<file path="config.mk">
export PLATFORM = sky130hd
export DESIGN_NAME = edge_frame_writer_flat
export DESIGN_NICKNAME = d
export VERILOG_FILES = /design/src/rtl/edge_frame_writer_if.sv /design/src/rtl/edge_frame_writer.sv /design/src/flat_wrapper.sv
export SDC_FILE = /design/constraint.sdc
export NUM_CORES = 1
export LEC_CHECK = 0
export ABC_AREA = 1
export BUFFER_PORTS_ARGS = -buffer_cell sky130_fd_sc_hd__buf_2
export CAP_MARGIN = 5
export CORE_MARGIN = 1.5
export CORE_UTILIZATION = 45
export DETAILED_ROUTE_END_ITERATION = 16
export PLACE_DENSITY_LB_ADDON = 0.15
export SYNTH_ARGS = -nofsm -noshare
export SYNTH_HDL_FRONTEND = slang
export SYNTH_SLANG_ARGS = --single-unit
</file>
<file path="constraint.sdc">
create_clock -name Clk -period 2.71 [get_ports Clk]
set_clock_uncertainty 0.05 [all_clocks]
set_input_delay 0.542 -clock Clk [delete_from_list [all_inputs] [get_ports Clk]]
set_output_delay 0.542 -clock Clk [all_outputs]
set_load 0.005 [all_outputs]
</file>
<file path="src/rtl/edge_frame_writer_if.sv">
// Pixel-stream input and frame-buffer write bus of edge_frame_writer.
// Latency: none, signal bundle only.
// Backpressure: mem_req held with stable mem_addr/mem_data until mem_ack.
interface edge_frame_writer_if #(
    parameter int ADDR_W = 14
);
    logic              en;
    logic [7:0]        PixelIn;
    logic              start;
    logic              busy;
    logic              done;
    logic              overflow;
    logic              mem_req;
    logic [ADDR_W-1:0] mem_addr;
    logic [7:0]        mem_data;
    logic              mem_ack;

    // Writer side: consumes the pixel stream, masters the memory write bus.
    modport master (
        input  en,
        input  PixelIn,
        input  start,
        input  mem_ack,
        output busy,
        output done,
        output overflow,
        output mem_req,
        output mem_addr,
        output mem_data
    );

    // Environment side: filter strobe, control and the frame-buffer memory.
    modport slave (
        output en,
        output PixelIn,
        output start,
        output mem_ack,
        input  busy,
        input  done,
        input  overflow,
        input  mem_req,
        input  mem_addr,
        input  mem_data
    );
endinterface

</file>
<file path="src/rtl/edge_frame_writer.sv">
// Skips filter fill pixels, captures one WIDTH x HEIGHT frame, writes it to memory via a FIFO.
// Latency: a pixel pushed into an empty FIFO is presented on mem_req/mem_data one cycle later.
// Backpressure: mem_ack stalls the FIFO; a pixel arriving when full with no pop is dropped (sticky overflow).
// Optional feature macro: EDGE_WR_THRESH_EN (store PixelIn >= THRESH ? 8'hFF : 8'h00).

// Generic synchronous FIFO: push accepted when not full, or when full and popping this cycle.
// Latency: a push is visible at the head one cycle later.
// Backpressure: push_rdy low when full and no pop; pop ignored when empty.
module edge_frame_writer_fifo #(
    parameter int W     = 8,
    parameter int DEPTH = 4
) (
    input  logic         Clk,
    input  logic         nReset,
    input  logic         push_vld,
    input  logic [W-1:0] push_dat,
    output logic         push_rdy,
    input  logic         pop,
    output logic         head_vld,
    output logic [W-1:0] head_dat
);
    localparam int AW = (DEPTH < 2) ? 1 : $clog2(DEPTH);

    logic [W-1:0]  mem [DEPTH];
    logic [AW-1:0] wr_ptr;
    logic [AW-1:0] rd_ptr;
    logic [AW:0]   count;
    logic          full;
    logic          push_ok;
    logic          pop_ok;

    assign full     = (count == (AW+1)'(DEPTH));
    assign head_vld = (count != '0);
    assign pop_ok   = pop && head_vld;
    assign push_rdy = !full || pop_ok;
    assign push_ok  = push_vld && push_rdy;
    assign head_dat = mem[rd_ptr];

    // Storage write; contents need no reset because head_vld qualifies every read.
    always_ff @(posedge Clk) begin
        if (push_ok) begin
            mem[wr_ptr] <= push_dat;
        end
    end

    // Pointer and occupancy bookkeeping; pointers wrap naturally since DEPTH is a power of two.
    always_ff @(posedge Clk or negedge nReset) begin
        if (!nReset) begin
            wr_ptr <= '0;
            rd_ptr <= '0;
            count  <= '0;
        end else begin
            if (push_ok) begin
                wr_ptr <= wr_ptr + AW'(1);
            end
            if (pop_ok) begin
                rd_ptr <= rd_ptr + AW'(1);
            end
            case ({push_ok, pop_ok})
                2'b10:   count <= count + (AW+1)'(1);
                2'b01:   count <= count - (AW+1)'(1);
                default: count <= count;
            endcase
        end
    end
endmodule

module edge_frame_writer #(
    parameter int WIDTH      = 100,
    parameter int HEIGHT     = 100,
    parameter int SKIP       = 302,
    parameter int ADDR_W     = 14,
    parameter int FIFO_DEPTH = 4,
    parameter int THRESH     = 32
) (
    input  logic                Clk,
    input  logic                nReset,
    edge_frame_writer_if.master bus
);
    localparam int X_W    = (WIDTH  < 2) ? 1 : $clog2(WIDTH);
    localparam int Y_W    = (HEIGHT < 2) ? 1 : $clog2(HEIGHT);
    localparam int SKIP_W = (SKIP   < 2) ? 1 : $clog2(SKIP + 1);
    localparam logic [X_W-1:0]    X_LAST    = X_W'(WIDTH - 1);
    localparam logic [Y_W-1:0]    Y_LAST    = Y_W'(HEIGHT - 1);
    localparam logic [SKIP_W-1:0] SKIP_LOAD = SKIP_W'(SKIP);

    // Parameter sanity, caught at elaboration rather than as silent address aliasing.
    if (WIDTH * HEIGHT > (1 << ADDR_W)) begin : g_bad_geometry
        $error("WIDTH*HEIGHT does not fit in ADDR_W address bits");
    end
    if ((FIFO_DEPTH < 2) || ((FIFO_DEPTH & (FIFO_DEPTH - 1)) != 0)) begin : g_bad_depth
        $error("FIFO_DEPTH must be a power of two and at least 2");
    end
    if ((THRESH < 0) || (THRESH > 255)) begin : g_bad_thresh
        $error("THRESH must fit in 8 bits");
    end

    typedef enum logic [2:0] {
        S_IDLE,
        S_SKIP,
        S_CAPTURE,
        S_DRAIN,
        S_DONE
    } state_t;

    state_t            state;
    logic              busy_r;
    logic              done_r;
    logic              overflow_r;
    logic [SKIP_W-1:0] skip_cnt;
    logic [X_W-1:0]    x_cnt;
    logic [Y_W-1:0]    y_cnt;
    logic [ADDR_W-1:0] addr_cnt;

    logic              capture_en;
    logic              last_pix;
    logic [7:0]        pix_st;
    logic              push_rdy;
    logic              head_vld;
    logic [ADDR_W+7:0] head_dat;
    logic              pop;

    assign capture_en = (state == S_CAPTURE) && bus.en;
    assign last_pix   = (x_cnt == X_LAST) && (y_cnt == Y_LAST);

`ifdef EDGE_WR_THRESH_EN
    localparam logic [7:0] THRESH_B = 8'(THRESH);
    // Binary edge map: unsigned compare applied on the way into the FIFO.
    assign pix_st = (bus.PixelIn >= THRESH_B) ? 8'hFF : 8'h00;
`else
    assign pix_st = bus.PixelIn;
`endif

    // A pop is a granted request; ack without an outstanding request does nothing.
    assign pop = head_vld && bus.mem_ack;

    edge_frame_writer_fifo #(
        .W     (ADDR_W + 8),
        .DEPTH (FIFO_DEPTH)
    ) u_fifo (
        .Clk      (Clk),
        .nReset   (nReset),
        .push_vld (capture_en),
        .push_dat ({addr_cnt, pix_st}),
        .push_rdy (push_rdy),
        .pop      (pop),
        .head_vld (head_vld),
        .head_dat (head_dat)
    );

    // Head is gated so the bus reads all-zero whenever no request is outstanding.
    assign bus.mem_req  = head_vld;
    assign bus.mem_addr = head_vld ? head_dat[ADDR_W+7:8] : '0;
    assign bus.mem_data = head_vld ? head_dat[7:0]        : 8'h00;
    assign bus.busy     = busy_r;
    assign bus.done     = done_r;
    assign bus.overflow = overflow_r;

    // Frame FSM with its counters and registered status outputs.
    always_ff @(posedge Clk or negedge nReset) begin
        if (!nReset) begin
            state      <= S_IDLE;
            busy_r     <= 1'b0;
            done_r     <= 1'b0;
            overflow_r <= 1'b0;
            skip_cnt   <= '0;
            x_cnt      <= '0;
            y_cnt      <= '0;
            addr_cnt   <= '0;
        end else begin
            done_r <= 1'b0;
            // Dropped pixel: the FIFO was full and nothing left it this cycle.
            if (capture_en && !push_rdy) begin
                overflow_r <= 1'b1;
            end
            case (state)
                S_IDLE: begin
                    if (bus.start) begin
                        busy_r     <= 1'b1;
                        overflow_r <= 1'b0;
                        skip_cnt   <= SKIP_LOAD;
                        x_cnt      <= '0;
                        y_cnt      <= '0;
                        addr_cnt   <= '0;
                        state      <= (SKIP == 0) ? S_CAPTURE : S_SKIP;
                    end
                end
                S_SKIP: begin
                    // The strobe that exhausts the count is itself discarded.
                    if (bus.en) begin
                        skip_cnt <= skip_cnt - SKIP_W'(1);
                        if (skip_cnt == SKIP_W'(1)) begin
                            state <= S_CAPTURE;
                        end
                    end
                end
                S_CAPTURE: begin
                    // Geometry advances on every strobe, even when the pixel is dropped.
                    if (bus.en) begin
                        addr_cnt <= addr_cnt + ADDR_W'(1);
                        if (x_cnt == X_LAST) begin
                            x_cnt <= '0;
                            y_cnt <= y_cnt + Y_W'(1);
                        end else begin
                            x_cnt <= x_cnt + X_W'(1);
                        end
                        if (last_pix) begin
                            state <= S_DRAIN;
                        end
                    end
                end
                S_DRAIN: begin
                    if (!head_vld) begin
                        done_r <= 1'b1;
                        state  <= S_DONE;
                    end
                end
                S_DONE: begin
                    busy_r <= 1'b0;
                    state  <= S_IDLE;
                end
                default: begin
                    busy_r <= 1'b0;
                    state  <= S_IDLE;
                end
            endcase
        end
    end
endmodule

</file>
<file path="src/flat_wrapper.sv">
// flat-port wrapper written by rule: the top's interface ports become plain ports
module edge_frame_writer_flat 
#(
    parameter int WIDTH      = 100,
    parameter int HEIGHT     = 100,
    parameter int SKIP       = 302,
    parameter int ADDR_W     = 14,
    parameter int FIFO_DEPTH = 4,
    parameter int THRESH     = 32
)
  (Clk, nReset, bus_en, bus_PixelIn, bus_start, bus_mem_ack, bus_busy, bus_done, bus_overflow, bus_mem_req, bus_mem_addr, bus_mem_data);
  edge_frame_writer_if #(.ADDR_W(ADDR_W)) bus_i ();
  input  logic Clk;
  input  logic nReset;
  input wire logic [$bits(bus_i.en)-1:0] bus_en;
  input wire logic [$bits(bus_i.PixelIn)-1:0] bus_PixelIn;
  input wire logic [$bits(bus_i.start)-1:0] bus_start;
  input wire logic [$bits(bus_i.mem_ack)-1:0] bus_mem_ack;
  output wire logic [$bits(bus_i.busy)-1:0] bus_busy;
  output wire logic [$bits(bus_i.done)-1:0] bus_done;
  output wire logic [$bits(bus_i.overflow)-1:0] bus_overflow;
  output wire logic [$bits(bus_i.mem_req)-1:0] bus_mem_req;
  output wire logic [$bits(bus_i.mem_addr)-1:0] bus_mem_addr;
  output wire logic [$bits(bus_i.mem_data)-1:0] bus_mem_data;
  assign bus_i.en = bus_en;
  assign bus_i.PixelIn = bus_PixelIn;
  assign bus_i.start = bus_start;
  assign bus_i.mem_ack = bus_mem_ack;
  assign bus_busy = bus_i.busy;
  assign bus_done = bus_i.done;
  assign bus_overflow = bus_i.overflow;
  assign bus_mem_req = bus_i.mem_req;
  assign bus_mem_addr = bus_i.mem_addr;
  assign bus_mem_data = bus_i.mem_data;
  edge_frame_writer #(.WIDTH(WIDTH), .HEIGHT(HEIGHT), .SKIP(SKIP), .ADDR_W(ADDR_W), .FIFO_DEPTH(FIFO_DEPTH), .THRESH(THRESH)) u_core (.Clk(Clk), .nReset(nReset), .bus(bus_i));
endmodule
</file>
==> impl_results.md, run 1 <==
- CTS tree: yes
- Count of routing violations after the opening detailed-route iteration: 288
- Diode insertion count for antenna repair: 0
- Post-synthesis sequential element count: 138
- Area growth from synthesis to layout: 15.4%
- Number of hold buffers added after CTS: 0
- FF-to-FF setup slack: 730 ps
- Most frequent cells in the layout: 135 x nor2_1, 93 x nand2_1, 88 x edfxtp_1, 60 x o21ai_0, 50 x dfrtp_1
- Total wirelength of the detailed-routed design: 12700 µm
- Overall global routing resource usage: 0.189
- Design Power: 7150 µW
- Final setup violation count: 0
- Worst r2r src: u_core.state[0]
- Final period demand of the worst path: 2480 ps
- Routed via count divided by cell count: 5.07
- WL/cell: 14.4 µm
- Total CTS buffers: 17
- Overall via count from detail_route: 4460
- Count of nets after finishing: 709
- Worst-margin pin slew: 649 ps
- Achievable frequency: 0.403 GHz
- Synthesized netlist net count: 665
- RSZ-0062 raised after global routing: false
- Placed wire-length estimate: 7910 µm
- Category of the worst setup path launch point: flip-flop
- Worst flop-to-flop path endpoint: u_core.u_fifo.mem[1][12]
- Core Footprint: 0.0138 mm²
- Synth unique cells: 32
- Number of antenna violations at the first check in global routing: 0
- Sequential-to-total area share from yosys stat: 0.617
- Min-delay worst type: primary input to async pin
- Maximum number of pins on one net before global-route repair: 46
- Crit-path slowest cell: dfrtp_1
- Effective utilization at floorplan: 0.458
- Standard-cell row count: 43
- Clock tree buffer depth: 2
- Endpoints failing hold: 0
- Cell count of the worst reg-to-reg path: 6
- Layout cell share with drive strength beyond 1: 0.139
- TNS Setup: 0 ps
- Remaining global-route overflow: 0
- Warnings, synthesis: 0
- Weighted congestion at the end of routability-driven global placement: 0.777
- I/O pin cnt: 39
- Via count of the first global-routing pass: 4373
- Number of gates resized after CTS: 0
- Required time of the worst setup path: 2120 ps
- Total iterations of the first detailed-routing run: 5
- Leakage component of the power: 0.00295 µW
- Cell area after technology mapping: 0.00631 mm²
- Critical Path Max Stage Delay: 390 ps
- Number of instances in the synthesized netlist: 642
- Power per unit of standard cell area: 982 mW/mm²
- Mean Syn Cell Area: 9.83 µm²
- Clock-pin transition on the worst setup and hold timing paths: 50 ps
- Die Footprint: 0.0147 mm²
- CTS Root Cell: clkbuf_16
- Sort of element at the end of the critical path: primary output
- Wire length of the first global-routing pass: 21100 µm
- Peak supply drop: 0.478 mV
- Post-route fraction of the period consumed by the critical path: 0.915
- IO Port Bufs: 38
- Buffers inserted during post-CTS setup optimization: 0
- Commonest non-fill, non-tap cell in the layout: nor2_1
- Chain of cells forming the critical path: nor2_1 > nand2_1 > inv_1 > buf_4 > a21oi_1 > buf_2
- Result of the run: finished clean
- CP arrival: 1890 ps
- Clock net sink count: 138
- Post-Place Cell Area: 0.00669 mm²
- Max_slew headroom: 0.567
- Worst-skew pair later-pin latency: 410 ps
- Biggest fanout along the worst timing path: 22
- Residual antenna-violating net count after detailed routing: 0
- Final-report max-slew violation count: 0
- Setup CP Type: flip-flop to primary output
- Post-route cell area: 0.00728 mm²
- Chip height: 121 µm
- Number of remaining DRC errors: 0
- Width of the chip: 121 µm
- Depth of the CTS H-tree: 4
- Number of maximum-capacitance constraint violations: 0
layer usage:
metal  global-route usage  up-vias  routed length (µm)
met5                    0        -                   0
met4               0.0816        0                 220
met3               0.0428       21                 418
met2                0.323       74                6400
met1                0.230     2108                5620
li1                     -     2257                   -
report_power, final:
part / switching [µW] / total (µW) / internal [µW]
Sequential: 161 / 2650 / 2490
Clock: 806 / 2290 / 1480
Combinational: 1450 / 2210 / 760
Total: 2420 / 7150 / 4730
final cells by class:
type,count,area (µm²)
Inverter,51,193
Clock inverter,9,123
Fill cell,1266,6490
Tap cell,180,225
Multi-Input combinational cell,431,2110
Sequential cell,138,3890
Clock buffer,23,468
Timing Repair Buffer,47,270
worst max-delay path, delay by kind of cell, from the launching register on:
kind	cells	cell delay, ps
AO/OA/AOI/OAI	1	100
AND/OR/NAND/NOR	2	430
flip-flops	1	390
buffers and inverters	3	550
registers in the layout, summed over array words and instances (netlist names):
name                  count
u_core.state              3
u_core.x_cnt              7
u_core.bus.busy           1
u_core.addr_cnt          14
u_core.y_cnt              7
u_core.bus.overflow       1
u_core.u_fifo.count       3
u_core.bus.done           1
u_core.u_fifo.mem        88
u_core.u_fifo.rd_ptr      2
u_core.u_fifo.wr_ptr      2
u_core.skip_cnt           9
worst max-delay path by stage:
stage | startpoint | end | slack (ps) | cells after the start
6_report | u_core.u_fifo.count[1] | bus_mem_data[2] | 230 | 6
5_1_grt | u_core.u_fifo.rd_ptr[0] | bus_mem_data[2] | 80 | 6
4_1_cts | u_core.u_fifo.count[1] | bus_mem_data[2] | 200 | 6
3_5_place_dp | u_core.u_fifo.count[0] | bus_mem_data[2] | 650 | 6
3_3_place_gp | u_core.u_fifo.count[1] | bus_mem_addr[2] | 710 | 6
2_1_floorplan | u_core.state[0] | u_core.u_fifo.mem[0][0] | 280 | 5
cells by family after synthesis:
| logic type | count (synthesis) | synth area share |
|---|---|---|
| adders and majority gates | 10 | 0.0210 |
| xor gates and xnor gates | 7 | 0.00972 |
| and+or+nand+nor | 312 | 0.217 |
| buffers and inverters | 73 | 0.0506 |
| DFF | 138 | 0.617 |
| AOI/OAI and AO/OA | 102 | 0.0845 |
synthesized netlist by cell type:
master / n / area [µm²]
clkbuf_1: 8 / 30.0
nand2_8: 1 / 20.0
nand4_1: 18 / 113
o21ai_2: 5 / 43.8
o21ai_1: 1 / 5.00
fa_1: 1 / 20.0
clkinv_2: 1 / 5.00
o21ai_0: 60 / 300
nand3_4: 2 / 35.0
xor2_1: 7 / 61.3
buf_4: 3 / 22.5
a31oi_1: 1 / 6.26
edfxtp_1: 88 / 2640
a21oi_1: 34 / 170
nor2_1: 139 / 522
dfrtp_1: 50 / 1250
nand3b_1: 1 / 7.51
o21bai_1: 1 / 7.51
nor3_1: 7 / 35.0
and2_1: 1 / 6.26
nor2_2: 1 / 6.26
nand2_1: 93 / 349
buf_2: 8 / 40.0
inv_2: 2 / 7.51
nor2_4: 3 / 33.8
buf_6: 3 / 33.8
nand2_4: 1 / 11.3
inv_1: 48 / 180
ha_1: 9 / 113
nand2_2: 2 / 12.5
nand3_1: 41 / 205
or2_2: 2 / 12.5
stage by stage:
step	setup WS (ps)	hold WS (ps)	utilization	std cells
finish	229	93.8	0.528	879
global route	79.6	145	0.528	879
global placement	710	405	0.486	847
floorplan	278	196	-	642
detailed placement	651	411	0.486	847
CTS	196	91.3	0.528	879
No activity file was read; power rests on OpenSTA's default activity.
==> run 2: changes to the inputs <==
- ABC_AREA: 1 -> 0
==> impl_results.md, run 2 <==
- Result of the run: finished clean
- Mean Syn Cell Area: 14.2 µm²
- Worst-skew pair later-pin latency: 420 ps
- Total iterations of the first detailed-routing run: 4
- Total wirelength of the detailed-routed design: 11400 µm
- Residual antenna-violating net count after detailed routing: 0
- Synth unique cells: 48
- Number of remaining DRC errors: 0
- Maximum number of pins on one net before global-route repair: 23
- Biggest register: u_core.u_fifo.mem
- Number of instances in the synthesized netlist: 424
- Cell area after technology mapping: 0.00603 mm²
- Post-route fraction of the period consumed by the critical path: 0.956
- Dominant register cell in the synthesized netlist: edfxtp_1
- Number of enable-type register cells in the synthesized netlist: 88
- Final-report max-slew violation count: 0
- Required time of the worst setup path: 2120 ps
- Leading post-synthesis cells by instance count: 88 x edfxtp_1, 50 x dfrtp_1, 27 x and2_1, 26 x nor2_1, 23 x nand3_1
- Most area-hungry cell type in the Yosys netlist: edfxtp_1
- Largest registers: u_core.u_fifo.mem: 88 flops, u_core.addr_cnt: 14 flops, u_core.skip_cnt: 9 flops
- Worst-margin pin slew: 569 ps
- Count of nets after finishing: 504
- Remaining global-route overflow: 0
- TNS Setup: 0 ps
- Cell count of the worst reg-to-reg path: 8
- Crit-path leading delay family: simple AND/OR/NAND/NOR gates
- Leakage component of the power: 0.00265 µW
- CP arrival: 2000 ps
- Achievable frequency: 0.386 GHz
- Effective utilization at floorplan: 0.459
- Warnings, synthesis: 0
- Crit-path slowest cell: dfrtp_1
- CTS tree: yes
- Synthesized netlist net count: 447
- Critical Path Max Stage Delay: 420 ps
- Overall via count from detail_route: 3673
- Endpoints failing hold: 0
- Buffers inserted during post-CTS setup optimization: 0
- WL/cell: 16.9 µm
- Power per unit of standard cell area: 929 mW/mm²
- Total CTS buffers: 17
- Clock tree buffer depth: 2
- Biggest fanout along the worst timing path: 20
- Count of filler cells inserted in the layout: 1083
- Post-Place Setup Slack: 441 ps
- Sort of element at the end of the critical path: primary output
- Width of the chip: 119 µm
- Category of the worst setup path launch point: flip-flop
- Routed via count divided by cell count: 5.48
- Number of maximum-capacitance constraint violations: 0
- Top cells by area in the synthesized netlist: edfxtp_1 44%, dfrtp_1 21%, mux4_2 8.2%
- Commonest non-fill, non-tap cell in the layout: edfxtp_1
- Area growth from synthesis to layout: 19.1%
- Via count of the first global-routing pass: 3623
- Max reg flops: 88
- Worst Slack Setup Final: 119 ps
- Wire length of the first global-routing pass: 18900 µm
- Clock net sink count: 138
- IO Port Bufs: 38
- Sequential-to-total area share from yosys stat: 0.646
- Die Footprint: 0.0141 mm²
- Async set or reset register ratio after synthesis: 0.362
- Diode insertion count for antenna repair: 0
- Most frequent cells in the layout: 88 x edfxtp_1, 50 x dfrtp_1, 38 x buf_2, 27 x and2_1, 25 x nor2_1
- Peak supply drop: 0.411 mV
- CTS Root Cell: clkbuf_16
- Path length in cells of the critical path: 6
- Layout cell share with drive strength beyond 1: 0.241
- Clock-pin transition on the worst setup and hold timing paths: 60 ps
- Final period demand of the worst path: 2590 ps
- Top-area cell type share of the netlist area: 0.438
- Standard-cell row count: 42
- Chain of cells forming the critical path: or2_2 > nor2_2 > clkinv_1 > buf_4 > and2_1 > buf_2
- Number of buffers and inverters on the critical path: 3
- I/O pin cnt: 39
- Min-delay worst type: primary input to async pin
- Sequential cell area: 0.00389 mm²
- RSZ-0062 raised after global routing: false
- Max_slew headroom: 0.620
- Count of routing violations after the opening detailed-route iteration: 225
- Overall global routing resource usage: 0.177
- Depth of the CTS H-tree: 4
- Placed wire-length estimate: 7150 µm
- Multi-input combinational cell area: 0.00201 mm²
- Chip height: 119 µm
- Final setup violation count: 0
- Core Footprint: 0.0131 mm²
- Setup CP Type: flip-flop to primary output
- Number of antenna violations at the first check in global routing: 0
- Most common cell in the netlist: edfxtp_1
- Post-synthesis sequential element count: 138
- Weighted congestion at the end of routability-driven global placement: 0.810
==> run 2: worst paths after layout <==
| kind | start | end | slack (ps) |
|---|---|---|---|
| max in group asynchronous | nReset | u_core.u_fifo.wr_ptr[0] | 1920 |
| hold / removal | nReset | u_core.addr_cnt[11] | 10 |
| min in group Clk | bus_PixelIn[4] | u_core.u_fifo.mem[3][4] | 290 |
| hold reg to reg | u_core.bus.overflow | u_core.bus.overflow | 460 |
| setup / recovery | u_core.u_fifo.count[1] | bus_mem_addr[2] | 120 |
| setup reg to reg | u_core.u_fifo.count[1] | u_core.u_fifo.count[1] | 520 |
==> run 2: what timing repair did <==
action                                  in CTS  in global routing
hold buffers                                 0                  0
endpoints found under the setup margin       0                 17
resized for setup                            0                  1
==> run 2: cell families (layout without fill, tap and decap cells) <==
logic type      after synthesis  in the layout  synth area share
compound gates               50             50            0.0517
xor+xnor                     20             20            0.0290
fa+ha+maj                    10             10            0.0220
buf+inv                      31            101            0.0220
flops                       138            138             0.646
mux                          27             27            0.0913
simple gates                148            148             0.138
==> run 2: layout make-up <==
type                            instances  area share
Multi-Input combinational cell        255       0.280
Timing Repair Buffer                   58      0.0544
Sequential cell                       138       0.542
Inverter                               11     0.00575
Tap cell                              176      0.0307
Clock inverter                         15      0.0274
Clock buffer                           17      0.0592
==> run 2: layer usage <==
layer,vias up,track usage,wire (µm),part of all wire
met3,21,0.0483,351,0.031
met1,1841,0.225,5200,0.46
li1,1748,-,-,-
met5,-,0,0,0
met2,63,0.283,5560,0.49
met4,0,0.0851,250,0.022
==> run 2: report_power, final <==
part	internal [µW]	switching, µW	total [µW]
Clock	1540	874	2420
Sequential	2380	166	2550
Combinational	819	888	1710
Total	4740	1930	6670
==> run 2: stage by stage <==
step | utilization | hold WS, ps | area, µm² | instances | total power, µW
floorplan | - | 196 | 6030 | 424 | 3710
global placement | 0.499 | 442 | 6560 | 638 | 4300
detailed placement | 0.499 | 440 | 6560 | 638 | 4330
CTS | 0.546 | 11.7 | 7180 | 670 | 6770
global route | 0.547 | 28.4 | 7180 | 670 | 7050
finish | 0.547 | 14.8 | 7180 | 670 | 6670
==> run 3: changes to the inputs <==
- CORE_ASPECT_RATIO: unset -> 0.9
==> impl_results.md, run 3 (same netlist as run 2, synthesis figures left out) <==
- Result of the run: finished clean
- Number of antenna violations at the first check in global routing: 0
- Overall global routing resource usage: 0.181
- Crit-path slowest cell: dfrtp_1
- Clock net sink count: 138
- Max_slew headroom: 0.589
- Critical Path Max Stage Delay: 420 ps
- Residual antenna-violating net count after detailed routing: 0
- CP Capture Point: bus_mem_addr[7]
- Power per unit of standard cell area: 913 mW/mm²
- Required time of the worst setup path: 2120 ps
- Clock-pin transition on the worst setup and hold timing paths: 60 ps
- Weighted congestion at the end of routability-driven global placement: 0.853
- Post-Place Cell Area: 0.00655 mm²
- Share of power burned in registers: 0.398
- Final period demand of the worst path: 2540 ps
- Diode insertion count for antenna repair: 0
- Switching portion of total power: 0.283
- CTS Root Cell: clkbuf_16
- Number of remaining DRC errors: 0
- Post-route cell area: 0.00714 mm²
- Multi-input combinational cell area: 0.00201 mm²
- Total CTS buffers: 17
- Most frequent cells in the layout: 88 x edfxtp_1, 50 x dfrtp_1, 38 x buf_2, 27 x and2_1, 25 x nor2_1
- Switching power summed over all nets: 1840 µW
- Category of the worst setup path launch point: flip-flop
- Sequential cell area: 0.00389 mm²
- CTS tree: yes
- WL/cell: 17.6 µm
- Overall via count from detail_route: 3686
- Routed via count divided by cell count: 5.61
- Endpoints failing hold: 0
- Leakage component of the power: 0.00264 µW
- Via count of the first global-routing pass: 3727
- Core Footprint: 0.0129 mm²
- FF-to-FF setup slack: 510 ps
- Met2 Use GR: 0.276
- Count of nets after finishing: 503
- Layout cell share with drive strength beyond 1: 0.233
- Setup CP Type: flip-flop to primary output
- Cell count of the worst reg-to-reg path: 8
- Clock network fraction of design power: 0.345
- Achievable frequency: 0.394 GHz
- Post-route fraction of the period consumed by the critical path: 0.936
- Remaining global-route overflow: 0
- Count of filler cells inserted in the layout: 1038
- Placed wire-length estimate: 7550 µm
- Width of the chip: 125 µm
- Worst r2r src: u_core.u_fifo.count[1]
- Sort of element at the end of the critical path: primary output
- Count of routing violations after the opening detailed-route iteration: 315
- Die Footprint: 0.0141 mm²
- Number of maximum-capacitance constraint violations: 0
- Total iterations of the first detailed-routing run: 4
- Max reg flops: 88
- Standard-cell row count: 39
- Final-report max-slew violation count: 0
- Total wirelength of the detailed-routed design: 11600 µm
- Worst flop-to-flop path endpoint: u_core.u_fifo.count[1]
- Commonest non-fill, non-tap cell in the layout: edfxtp_1
- Final setup violation count: 0
- Number of hold buffers added after CTS: 0
- Effective utilization at floorplan: 0.468
- Worst-margin pin slew: 616 ps
- Chip height: 113 µm
- Largest registers: u_core.u_fifo.mem: 88 flops, u_core.addr_cnt: 14 flops, u_core.skip_cnt: 9 flops
- IO Port Bufs: 38
- Depth of the CTS H-tree: 4
- Biggest register: u_core.u_fifo.mem
- GRT busiest layer: met2
- Maximum number of pins on one net before global-route repair: 28
- Peak supply drop: 0.734 mV
- I/O pin cnt: 39
- Smallest hold slack: 98.7 ps
- Area growth from synthesis to layout: 18.4%
- Relative contribution of combinational cells to total power: 0.257
- Biggest fanout along the worst timing path: 27
- Chain of cells forming the critical path: or2_2 > nor2_2 > clkinv_1 > buf_6 > and2_1 > buf_2
- TNS Setup: 0 ps
- Worst-skew pair later-pin latency: 410 ps
- RSZ-0062 raised after global routing: false
- CP arrival: 1950 ps
- Min-delay worst type: primary input to async pin
- Launch point of the critical path: u_core.u_fifo.count[1]
- Internal power contribution: 4680 µW
- Met3 Use GR: 0.0468
- Wire length of the first global-routing pass: 19700 µm
- Clock tree buffer depth: 2
- GR Layer Usage met1: 0.253
==> run 3: cell types whose count changed in the layout (fill, tap and decap cells not counted), moves of 2 or more <==
cell,previous run,this run
clkbuf_1,0,6
clkbuf_8,0,2
bufinv_16,4,2
buf_4,16,13
clkinv_1,4,1
inv_6,4,0
==> run 3: how the worst min path moves through the flow <==
| stage | cells past startpoint | to |
|---|---|---|
| floorplan | 0 | u_core.addr_cnt[0] |
| finish | 1 | u_core.state[2] |
| CTS | 1 | u_core.state[2] |
| global route | 1 | u_core.skip_cnt[2] |
| global placement | 2 | u_core.bus.overflow |
| detailed placement | 2 | u_core.bus.overflow |
==> run 3: final cells by class <==
class                   instances  share of cell area
inverters                      11             0.00578
multi-input cells             255               0.282
clock buffers                  26              0.0701
clock inverters                 6              0.0123
repair buffers                 57              0.0559
well taps                     164              0.0287
flip-flops and latches        138               0.545
==> run 3: per-stage QoR <==
stage / total power, µW / setup WS, ps / util / instances
after global routing: 6900 / 30.1 / 0.554 / 657
final: 6520 / 172 / 0.554 / 657
after detailed placement: 4320 / 464 / 0.508 / 625
after CTS: 6600 / 11.7 / 0.554 / 657
after floorplan: 3710 / 363 / - / 424
after global placement: 4290 / 490 / 0.508 / 625
==> run 3: routing by layer <==
metal	part of all wire	wire length, µm	vias to the layer above
met4	0.010	118	0
met3	0.037	428	11
met2	0.48	5510	80
met5	0	0	-
li1	-	-	1746
met1	0.48	5540	1849
==> run 3: timing repair <==
item / in CTS / in global routing
buffers inserted: 0 / 0
gates resized for setup: 0 / 2
setup endpoints to repair: 0 / 22
==> run 3: worst max-delay path: cells and delay by family (launching register included) <==
family / cells / cell delay (ps)
flip-flops: 1 / 420
buffers and inverters: 3 / 430
AND/OR/NAND/NOR: 3 / 690
==> run 3: power by group through the flow <==
stage / Clock [µW] / Combinational (µW) / Sequential, µW
2_1_floorplan: 0 / 1190 / 2520
3_3_place_gp: 0 / 1670 / 2620
3_5_place_dp: 0 / 1690 / 2630
4_1_cts: 2320 / 1700 / 2590
5_1_grt: 2390 / 1880 / 2620
6_report: 2250 / 1680 / 2590
